===== src/rtl/posit_acc_stream_es3_if.sv =====
// ============================================================================
// posit_acc_stream_es3_if : input stream, adder bus and output stream bundle
// Rev 1.0
// ============================================================================
`default_nettype none

interface posit_acc_stream_es3_if #(
    parameter int NBITS = 32
);
    logic             in_valid;
    logic             in_ready;
    logic [NBITS-1:0] in_data;
    logic             in_last;
    logic [NBITS-1:0] add_in1;
    logic [NBITS-1:0] add_in2;
    logic             add_start;
    logic [NBITS-1:0] add_result;
    logic             add_inf;
    logic             add_zero;
    logic             add_done;
    logic             out_valid;
    logic             out_ready;
    logic [NBITS-1:0] out_data;
    logic             out_inf;
    logic             out_zero;

    modport master (
        input  in_valid, in_data, in_last, add_result, add_inf, add_zero, add_done, out_ready,
        output in_ready, add_in1, add_in2, add_start, out_valid, out_data, out_inf, out_zero
    );

    modport slave (
        output in_valid, in_data, in_last, add_result, add_inf, add_zero, add_done, out_ready,
        input  in_ready, add_in1, add_in2, add_start, out_valid, out_data, out_inf, out_zero
    );
endinterface

`default_nettype wire


===== src/rtl/posit_acc_stream_es3.sv =====
// ============================================================================
// posit_acc_stream_es3 : streaming posit reduction around a pipelined adder
// Optional beat counter port out_count when POSIT_ACC_STREAM_COUNT_EN is set.
// Rev 1.0
// ============================================================================
`default_nettype none

module posit_acc_stream_es3 #(
    parameter int NBITS       = 32,
    parameter int ADD_LATENCY = 4,
    parameter int CNT_W       = 3
) (
    input  wire logic               clk,
    input  wire logic               reset_n,
    posit_acc_stream_es3_if.master  bus
`ifdef POSIT_ACC_STREAM_COUNT_EN
    ,
    output logic [15:0]             out_count
`endif
);
    typedef enum logic [1:0] {
        S_FLUSH  = 2'd0,
        S_ACCUM  = 2'd1,
        S_REDUCE = 2'd2,
        S_OUTPUT = 2'd3
    } state_t;

    localparam logic [NBITS-1:0] c_nar        = {1'b1, {(NBITS-1){1'b0}}};
    localparam logic [CNT_W-1:0] c_flush_last = CNT_W'(ADD_LATENCY - 1);

    state_t             r_state;
    logic [CNT_W-1:0]   r_flush_cnt;
    logic [CNT_W-1:0]   r_inflight;
    logic [NBITS-1:0]   r_hold;
    logic               r_hold_zero;
    logic               r_hold_valid;
    logic               r_nar_sticky;

    logic               w_done;
    logic               w_accept;

    // Results arriving while flushing belong to a previous, abandoned stream.
    assign w_done   = bus.add_done && (r_state != S_FLUSH);
    assign w_accept = bus.in_valid && bus.in_ready;

    always_ff @(posedge clk) begin
        if (!reset_n) begin
            r_state       <= S_FLUSH;
            r_flush_cnt   <= '0;
            r_inflight    <= '0;
            r_hold        <= '0;
            r_hold_zero   <= 1'b0;
            r_hold_valid  <= 1'b0;
            r_nar_sticky  <= 1'b0;
            bus.in_ready  <= 1'b0;
            bus.add_start <= 1'b0;
            bus.add_in1   <= '0;
            bus.add_in2   <= '0;
            bus.out_valid <= 1'b0;
            bus.out_data  <= '0;
            bus.out_inf   <= 1'b0;
            bus.out_zero  <= 1'b0;
        end else begin
            bus.add_start <= 1'b0;
            r_inflight    <= r_inflight + CNT_W'(bus.add_start) - CNT_W'(w_done);
            if (w_done && bus.add_inf) begin
                r_nar_sticky <= 1'b1;
            end

            case (r_state)
                S_FLUSH: begin
                    if (r_flush_cnt == c_flush_last) begin
                        r_state      <= S_ACCUM;
                        bus.in_ready <= 1'b1;
                    end else begin
                        r_flush_cnt <= r_flush_cnt + 1'b1;
                    end
                end

                S_ACCUM: begin
                    if (w_accept) begin
                        bus.add_start <= 1'b1;
                        bus.add_in1   <= bus.in_data;
                        bus.add_in2   <= w_done ? bus.add_result : '0;
                    end else if (w_done) begin
                        bus.add_start <= 1'b1;
                        bus.add_in1   <= bus.add_result;
                        bus.add_in2   <= '0;
                    end
                    if (w_accept && bus.in_last) begin
                        r_state      <= S_REDUCE;
                        bus.in_ready <= 1'b0;
                    end
                end

                S_REDUCE: begin
                    if (w_done) begin
                        if (!r_hold_valid) begin
                            r_hold       <= bus.add_result;
                            r_hold_zero  <= bus.add_zero;
                            r_hold_valid <= 1'b1;
                        end else begin
                            bus.add_start <= 1'b1;
                            bus.add_in1   <= bus.add_result;
                            bus.add_in2   <= r_hold;
                            r_hold_valid  <= 1'b0;
                        end
                    end else if (r_hold_valid && r_inflight == '0 && !bus.add_start) begin
                        // Only one partial remains and nothing is in the adder.
                        r_state       <= S_OUTPUT;
                        bus.out_valid <= 1'b1;
                        bus.out_data  <= r_nar_sticky ? c_nar : r_hold;
                        bus.out_inf   <= r_nar_sticky;
                        bus.out_zero  <= !r_nar_sticky && r_hold_zero;
                    end
                end

                S_OUTPUT: begin
                    if (bus.out_ready) begin
                        r_state       <= S_ACCUM;
                        bus.out_valid <= 1'b0;
                        bus.in_ready  <= 1'b1;
                        r_nar_sticky  <= 1'b0;
                        r_hold_valid  <= 1'b0;
                    end
                end

                default: r_state <= S_FLUSH;
            endcase
        end
    end

`ifdef POSIT_ACC_STREAM_COUNT_EN
    logic [15:0] r_count;

    always_ff @(posedge clk) begin
        if (!reset_n) begin
            r_count <= '0;
        end else if (r_state == S_OUTPUT && bus.out_ready) begin
            r_count <= '0;
        end else if (w_accept && r_count != 16'hFFFF) begin
            r_count <= r_count + 16'd1;
        end
    end

    assign out_count = r_count;
`endif

endmodule

`default_nettype wire


===== src/flat_wrapper.sv =====
// flat-port wrapper written by rule: the top's interface ports become plain ports
module posit_acc_stream_es3_flat 
#(
    parameter int NBITS       = 32,
    parameter int ADD_LATENCY = 4,
    parameter int CNT_W       = 3
)
  (clk, reset_n, bus_in_valid, bus_in_data, bus_in_last, bus_add_result, bus_add_inf, bus_add_zero, bus_add_done, bus_out_ready, bus_in_ready, bus_add_in1, bus_add_in2, bus_add_start, bus_out_valid, bus_out_data, bus_out_inf, bus_out_zero);
  posit_acc_stream_es3_if #(.NBITS(NBITS)) bus_i ();
  input  wire logic clk;
  input  wire logic reset_n;
  input wire logic [$bits(bus_i.in_valid)-1:0] bus_in_valid;
  input wire logic [$bits(bus_i.in_data)-1:0] bus_in_data;
  input wire logic [$bits(bus_i.in_last)-1:0] bus_in_last;
  input wire logic [$bits(bus_i.add_result)-1:0] bus_add_result;
  input wire logic [$bits(bus_i.add_inf)-1:0] bus_add_inf;
  input wire logic [$bits(bus_i.add_zero)-1:0] bus_add_zero;
  input wire logic [$bits(bus_i.add_done)-1:0] bus_add_done;
  input wire logic [$bits(bus_i.out_ready)-1:0] bus_out_ready;
  output wire logic [$bits(bus_i.in_ready)-1:0] bus_in_ready;
  output wire logic [$bits(bus_i.add_in1)-1:0] bus_add_in1;
  output wire logic [$bits(bus_i.add_in2)-1:0] bus_add_in2;
  output wire logic [$bits(bus_i.add_start)-1:0] bus_add_start;
  output wire logic [$bits(bus_i.out_valid)-1:0] bus_out_valid;
  output wire logic [$bits(bus_i.out_data)-1:0] bus_out_data;
  output wire logic [$bits(bus_i.out_inf)-1:0] bus_out_inf;
  output wire logic [$bits(bus_i.out_zero)-1:0] bus_out_zero;
  assign bus_i.in_valid = bus_in_valid;
  assign bus_i.in_data = bus_in_data;
  assign bus_i.in_last = bus_in_last;
  assign bus_i.add_result = bus_add_result;
  assign bus_i.add_inf = bus_add_inf;
  assign bus_i.add_zero = bus_add_zero;
  assign bus_i.add_done = bus_add_done;
  assign bus_i.out_ready = bus_out_ready;
  assign bus_in_ready = bus_i.in_ready;
  assign bus_add_in1 = bus_i.add_in1;
  assign bus_add_in2 = bus_i.add_in2;
  assign bus_add_start = bus_i.add_start;
  assign bus_out_valid = bus_i.out_valid;
  assign bus_out_data = bus_i.out_data;
  assign bus_out_inf = bus_i.out_inf;
  assign bus_out_zero = bus_i.out_zero;
  posit_acc_stream_es3 #(.NBITS(NBITS), .ADD_LATENCY(ADD_LATENCY), .CNT_W(CNT_W)) u_core (.clk(clk), .reset_n(reset_n), .bus(bus_i));
endmodule

===== config.mk =====
export PLATFORM = sky130hd
export DESIGN_NAME = posit_acc_stream_es3_flat
export DESIGN_NICKNAME = d
export VERILOG_FILES = /design/src/rtl/posit_acc_stream_es3_if.sv /design/src/rtl/posit_acc_stream_es3.sv /design/src/flat_wrapper.sv
export SDC_FILE = /design/constraint.sdc
export NUM_CORES = 1
export LEC_CHECK = 0
export BUFFER_PORTS_ARGS = -buffer_cell sky130_fd_sc_hd__buf_2
export CAP_MARGIN = 5
export CORE_UTILIZATION = 56
export CTS_CLUSTER_SIZE = 16
export DETAILED_ROUTE_END_ITERATION = 7
export PLACE_DENSITY = 0.9
export SYNTH_ARGS = -nofsm -noshare
export SYNTH_HDL_FRONTEND = slang
export SYNTH_SLANG_ARGS = --single-unit

===== constraint.sdc =====
create_clock -name clk -period 4.56 [get_ports clk]
set_clock_uncertainty 0.2 [all_clocks]
set_input_delay 1.368 -clock clk [delete_from_list [all_inputs] [get_ports clk]]
set_output_delay 1.368 -clock clk [all_outputs]
set_load 0.02 [all_outputs]

# Word-level counts from Yosys, hierarchy flattened

Index checks and enable logic that the tools add are counted.

Register bits: 144
Word-level logic and storage cells: 93

Mux-type cells: 37
Equality and inequality tests: 12
Reductions and logical operators: 23
Add/subtract/negate cells: 3
Bitwise logic cells: 3

Operators with widths:

| operator              | count |
|---|---|
| $mux W32              | 10 |
| $pmux W32 S2          | 2 |
| $mux W1               | 15 |
| $reduce_and A4 Y1     | 3 |
| $mux W2               | 5 |
| $ne A2 B1 Y1 const B  | 5 |
| $reduce_and A3 Y1     | 3 |
| $pmux W2 S4           | 1 |
| $logic_and A1 B1 Y1   | 7 |
| $pmux W1 S2           | 3 |
| $reduce_bool A2 Y1    | 3 |
| $reduce_and A5 Y1     | 1 |
| $eq A2 B2 Y1 const B  | 2 |
| $ne A2 B2 Y1 const B  | 2 |
| $add A3 B1 Y3         | 1 |
| $add A3 B1 Y3 const B | 1 |
| $eq A3 B2 Y1 const B  | 1 |
| $logic_not A3 Y1      | 1 |
| $ne A3 B1 Y1 const B  | 1 |
| $not A1 Y1            | 3 |
| $pmux W1 S3           | 1 |
| $reduce_bool A3 Y1    | 1 |
| $sub A3 B1 Y3         | 1 |
| $eq A2 B1 Y1 const B  | 1 |
| other kinds (3)       | 4 |

# Longest topological paths before layout

Depth after elaboration: 6
Gate-level depth with buffers: 10
Mapped depth without buffers: 9

# Least setup slack after synthesis

Ideal clock, no wire load.

Kind: input port to flip-flop
From: input port bus_add_done
To: register u_core.r_inflight[2]
Data required time: 4.232 ns
Cell stages on the path: 8
Slack: 1.649 ns
Buffers on the path: 1
Arrival: 2.584 ns
Cells stage by stage: nor2b_1 -> buf_2 -> nand2b_1 -> nand2_1 -> ha_1 -> fa_1 -> xnor2_1 -> nor2_1

Longest elaborated chain between the ends: 2

RTL lines:

| item                 | RTL line                   | RTL |
|---|---|---|
| start, declared      | flat_wrapper.sv:18         | `input wire logic [$bits(bus_i.add_done)-1:0] bus_add_done;` |
| $logic_and A1 B1 Y1  | posit_acc_stream_es3.sv:43 | `assign w_done = bus.add_done && (r_state != S_FLUSH);` |
| $sub A3 B1 Y3        | posit_acc_stream_es3.sv:65 | `r_inflight <= r_inflight + CNT_W'(bus.add_start) - CNT_W'(w_done);` |
| end signal, assigned | posit_acc_stream_es3.sv:65 |  |
| end, declared        | posit_acc_stream_es3.sv:33 | `logic [CNT_W-1:0] r_inflight;` |

No other way between the ends.
A chain may end at the register's enable or synchronous reset.

# Worst setup path after layout

From: register u_core.r_state[0]
To: register u_core.r_hold_valid

Longest elaborated chain between the ends: 4

RTL lines:

| item                        | RTL line                    | RTL |
|---|---|---|
| start, declared             | posit_acc_stream_es3.sv:31  | `state_t r_state;` |
| start signal, assigned      | posit_acc_stream_es3.sv:48  | `r_state <= S_FLUSH;` |
| start signal, assigned      | posit_acc_stream_es3.sv:73  | `r_state <= S_ACCUM;` |
| start signal, assigned      | posit_acc_stream_es3.sv:91  | `r_state <= S_REDUCE;` |
| $reduce_bool A2 Y1          | posit_acc_stream_es3.sv:43  |  |
| $logic_and A1 B1 Y1         | posit_acc_stream_es3.sv:43  |  |
| $ne A2 B1 Y1 (no line)      | -                           |  |
| $reduce_and A3 Y1 (no line) | -                           |  |
| end signal, assigned        | posit_acc_stream_es3.sv:53  | `r_hold_valid <= 1'b0;` |
| end signal, assigned        | posit_acc_stream_es3.sv:101 | `r_hold_valid <= 1'b1;` |
| end signal, assigned        | posit_acc_stream_es3.sv:106 | `r_hold_valid <= 1'b0;` |
| end, declared               | posit_acc_stream_es3.sv:36  | `logic r_hold_valid;` |

Parallel ways exist; a longest one is shown, timed or not.

==> results.toml <==
[worst_setup_path]
path_max_fanout = 22
crit_type = "reg -> reg"
reg2reg_from = "u_core.r_state[0]"
end_kind = "flop"
cpMaxStageDelayCell = "ha_1"
cp-startpoint = "u_core.r_state[0]"
rr_endpoint = "u_core.r_hold_valid"
regToRegSetupSlack_ns = 1.32
cpPeakStageDelay_ns = 0.75
start_kind = "flop"
reg2regPathDepth = 8
cp.required_ns = 4.81
cp_data_arrival_time_ns = 3.50
worstSetupEndpoint = "u_core.r_hold_valid"
path_cells = "inv_1 -> ha_1 -> buf_4 -> inv_1 -> nor3_4 -> buf_4 -> o21ai_0 -> a21oi_1"

[sta]
hold_viol = 0
rsz0062_at_grt = "no"
setup_violations = 0
whs_ns = 0.252
tightestPinTransition_ns = 0.974
max_clock_freq_mhz = 308
slew_violations = 0
finalCritPeriodShare_pct = 71.1
tns_ns = 0
final.setup.worst_slack_ns = 1.32
fin_crit_ns = 3.24
relSlewSlack_pct = 35.0

[clock_tree]
clk_pin_slew_worst_paths_ns = 0.06
clk_path_buf_depth = 2
clockRootBuffer = "clkbuf_8"
hold_buffers = 0
cts_sinks = 144
htree_levels = 4
cts_resized = 0
cts_setup_buffers = 0
clock_latency_ns = 0.52
cts_tree = "yes"
numCtsBuffers = 17

[global_routing]
overflow = 0
grt_pass1_vias = 5582
grt_max_degree = 66
grt_antenna_before_repair = 0
grt_pass1_wl_mm = 28.3
grt_usage_pct = 31.7

[final_layout]
final_common_cell = "buf_2"
finish.instance_area_mm2 = 0.00767
drive_above_1_share_pct = 28.8
diodes = 0
nets = 909
final_cell_mix = "buf_2 (172), dfxtp_1 (144), nand2_1 (138), a21oi_1 (101), nand3b_1 (33)"
syn_to_final_growth_pct = 23.6

[placed_design]
dp_hpwl_mm = 11.5
io_buffers = 172
place_congestion = 0.895
placed_area_mm2 = 0.00704
pre_cts_slack_ns = 1.09

[die]
coreArea_mm2 = 0.0108
die_w_um = 107
start_util_pct = 57.3
fp-row-count = 38
fp.dieArea_mm2 = 0.0115
num_io_pins = 173
die_h_um = 107

[synth]
synth_cells = 694
synth-seq-cells = 144
syn_area_per_cell_um2 = 8.94
yosys_warnings = 0
yosysUniqueCellTypes = 39
synth_fp_nets = 775
yosysSeqAreaShare_pct = 46.4
synthesis.area_mm2 = 0.00621

[pwr]
p_leak_nw = 3.48
power.density_mw_per_mm2 = 464
max-vdd-ir-drop_v = 0.000244

[detailed_routing]
antenna_left = 0
vias = 6002
first_pass_iters = 5
drt_iter0_drc = 533
wl_per_cell_um = 18.4
drc_errors = 0
vias_per_cell = 6.12
routed_wl_mm = 18.0

[job]
maxCapViolCount = 0

[run_status]
status = "finished clean"

[worst_hold_path]
hold_class = "reg -> reg"
==> critical path, delay by kind of cell, from the launching register on <==
family	cells	cell delay, ns
AO/OA/AOI/OAI	2	0.25
adder cells (fa/ha/maj)	1	0.75
buffers and inverters	4	1.02
flip-flops	1	0.36
AND/OR/NAND/NOR	1	0.58
==> metal layers <==
metal / wire, um / global-route usage [%] / up-vias
li1: - / - / 2767
met1: 6960 / 38.3 / 2790
met2: 8420 / 51.7 / 386
met3: 1830 / 8.17 / 59
met4: 794 / 17.1 / 0
met5: 0 / 0 / -
==> Yosys cell counts (all sizes together) <==
library cell    n  area (um2)
nand3           1        5.00
a31o            1        8.76
a32oi          32         280
inv             8        30.0
nand2b          3        18.8
xnor2           3        26.3
a211oi          4        30.0
o21ai          19        95.1
and3            1        6.26
buf            30         195
fa              1        20.0
nand4           1        6.26
a311oi         17         243
nand2         138         518
and4            1        8.76
o211a          18         180
a21oi         102         514
and2            2        12.5
nor2b           4        25.0
dfxtp         144        2880
o31ai          32         240
nor2            8        30.0
nor4b           1        15.0
mux2i          19         190
or2             1        6.26
nand3b         33         248
clkbuf         41         154
a2111oi         1        8.76
or3             1        6.26
a21o            1        7.51
nor3           18        95.1
ha              8         100
==> power breakdown <==
group / internal [mW] / switching, mW
sequential: 1.36 / 0.0717
combinational: 0.246 / 0.412
clock: 0.936 / 0.535
total: 2.54 / 1.02
==> cell type report <==
class,count,area [um2]
inverters,8,30.0
fillers,808,3170
repair buffers,186,978
clock inverters,12,180
well taps,140,175
flip-flops and latches,144,2880
multi-input cells,471,2970
clock buffers,20,455
==> stage by stage <==
step,total power [mW],util [%],std cells
2_1_floorplan,1.90,-,694
4_1_cts,3.56,70.8,981
3_3_place_gp,2.08,64.9,949
6_report,3.56,70.8,981
5_1_grt,3.70,70.8,981
3_5_place_dp,2.10,64.9,949
==> cells by family (layout without fill, tap and decap cells) <==
family	count (synthesis)	count (layout)	synth area share, %
xor gates and xnor gates	3	3	0.423
AOI/OAI and AO/OA	227	227	25.9
buffers and inverters	79	226	6.11
DFF	144	144	46.4
adders and majority gates	9	9	1.94
muxes	19	19	3.06
and+or+nand+nor	213	213	16.1
==> worst min path at each step <==
stage	startpoint	to	cells past startpoint
detailed placement	u_core.bus.out_data[10]	u_core.bus.out_data[10]	2
CTS	u_core.bus.out_data[10]	u_core.bus.out_data[10]	2
finish	u_core.bus.out_data[6]	u_core.bus.out_data[6]	2
floorplan	u_core.r_hold_zero	u_core.r_hold_zero	2
global placement	u_core.bus.out_data[8]	u_core.bus.out_data[8]	2
global route	u_core.bus.out_data[8]	u_core.bus.out_data[8]	2
==> state kept, by name (all words and copies together) (netlist names) <==
register,cells
u_core.r_state,2
u_core.r_flush_cnt,3
u_core.r_hold_zero,1
u_core.bus.out_zero,1
u_core.r_hold,32
u_core.bus.add_in2,32
u_core.r_hold_valid,1
u_core.bus.out_data,32
u_core.bus.add_start,1
u_core.bus.in_ready,1
u_core.bus.out_valid,1
u_core.r_nar_sticky,1
u_core.bus.add_in1,32
u_core.bus.out_inf,1
u_core.r_inflight,3
No activity file was read; power rests on OpenSTA's default activity.
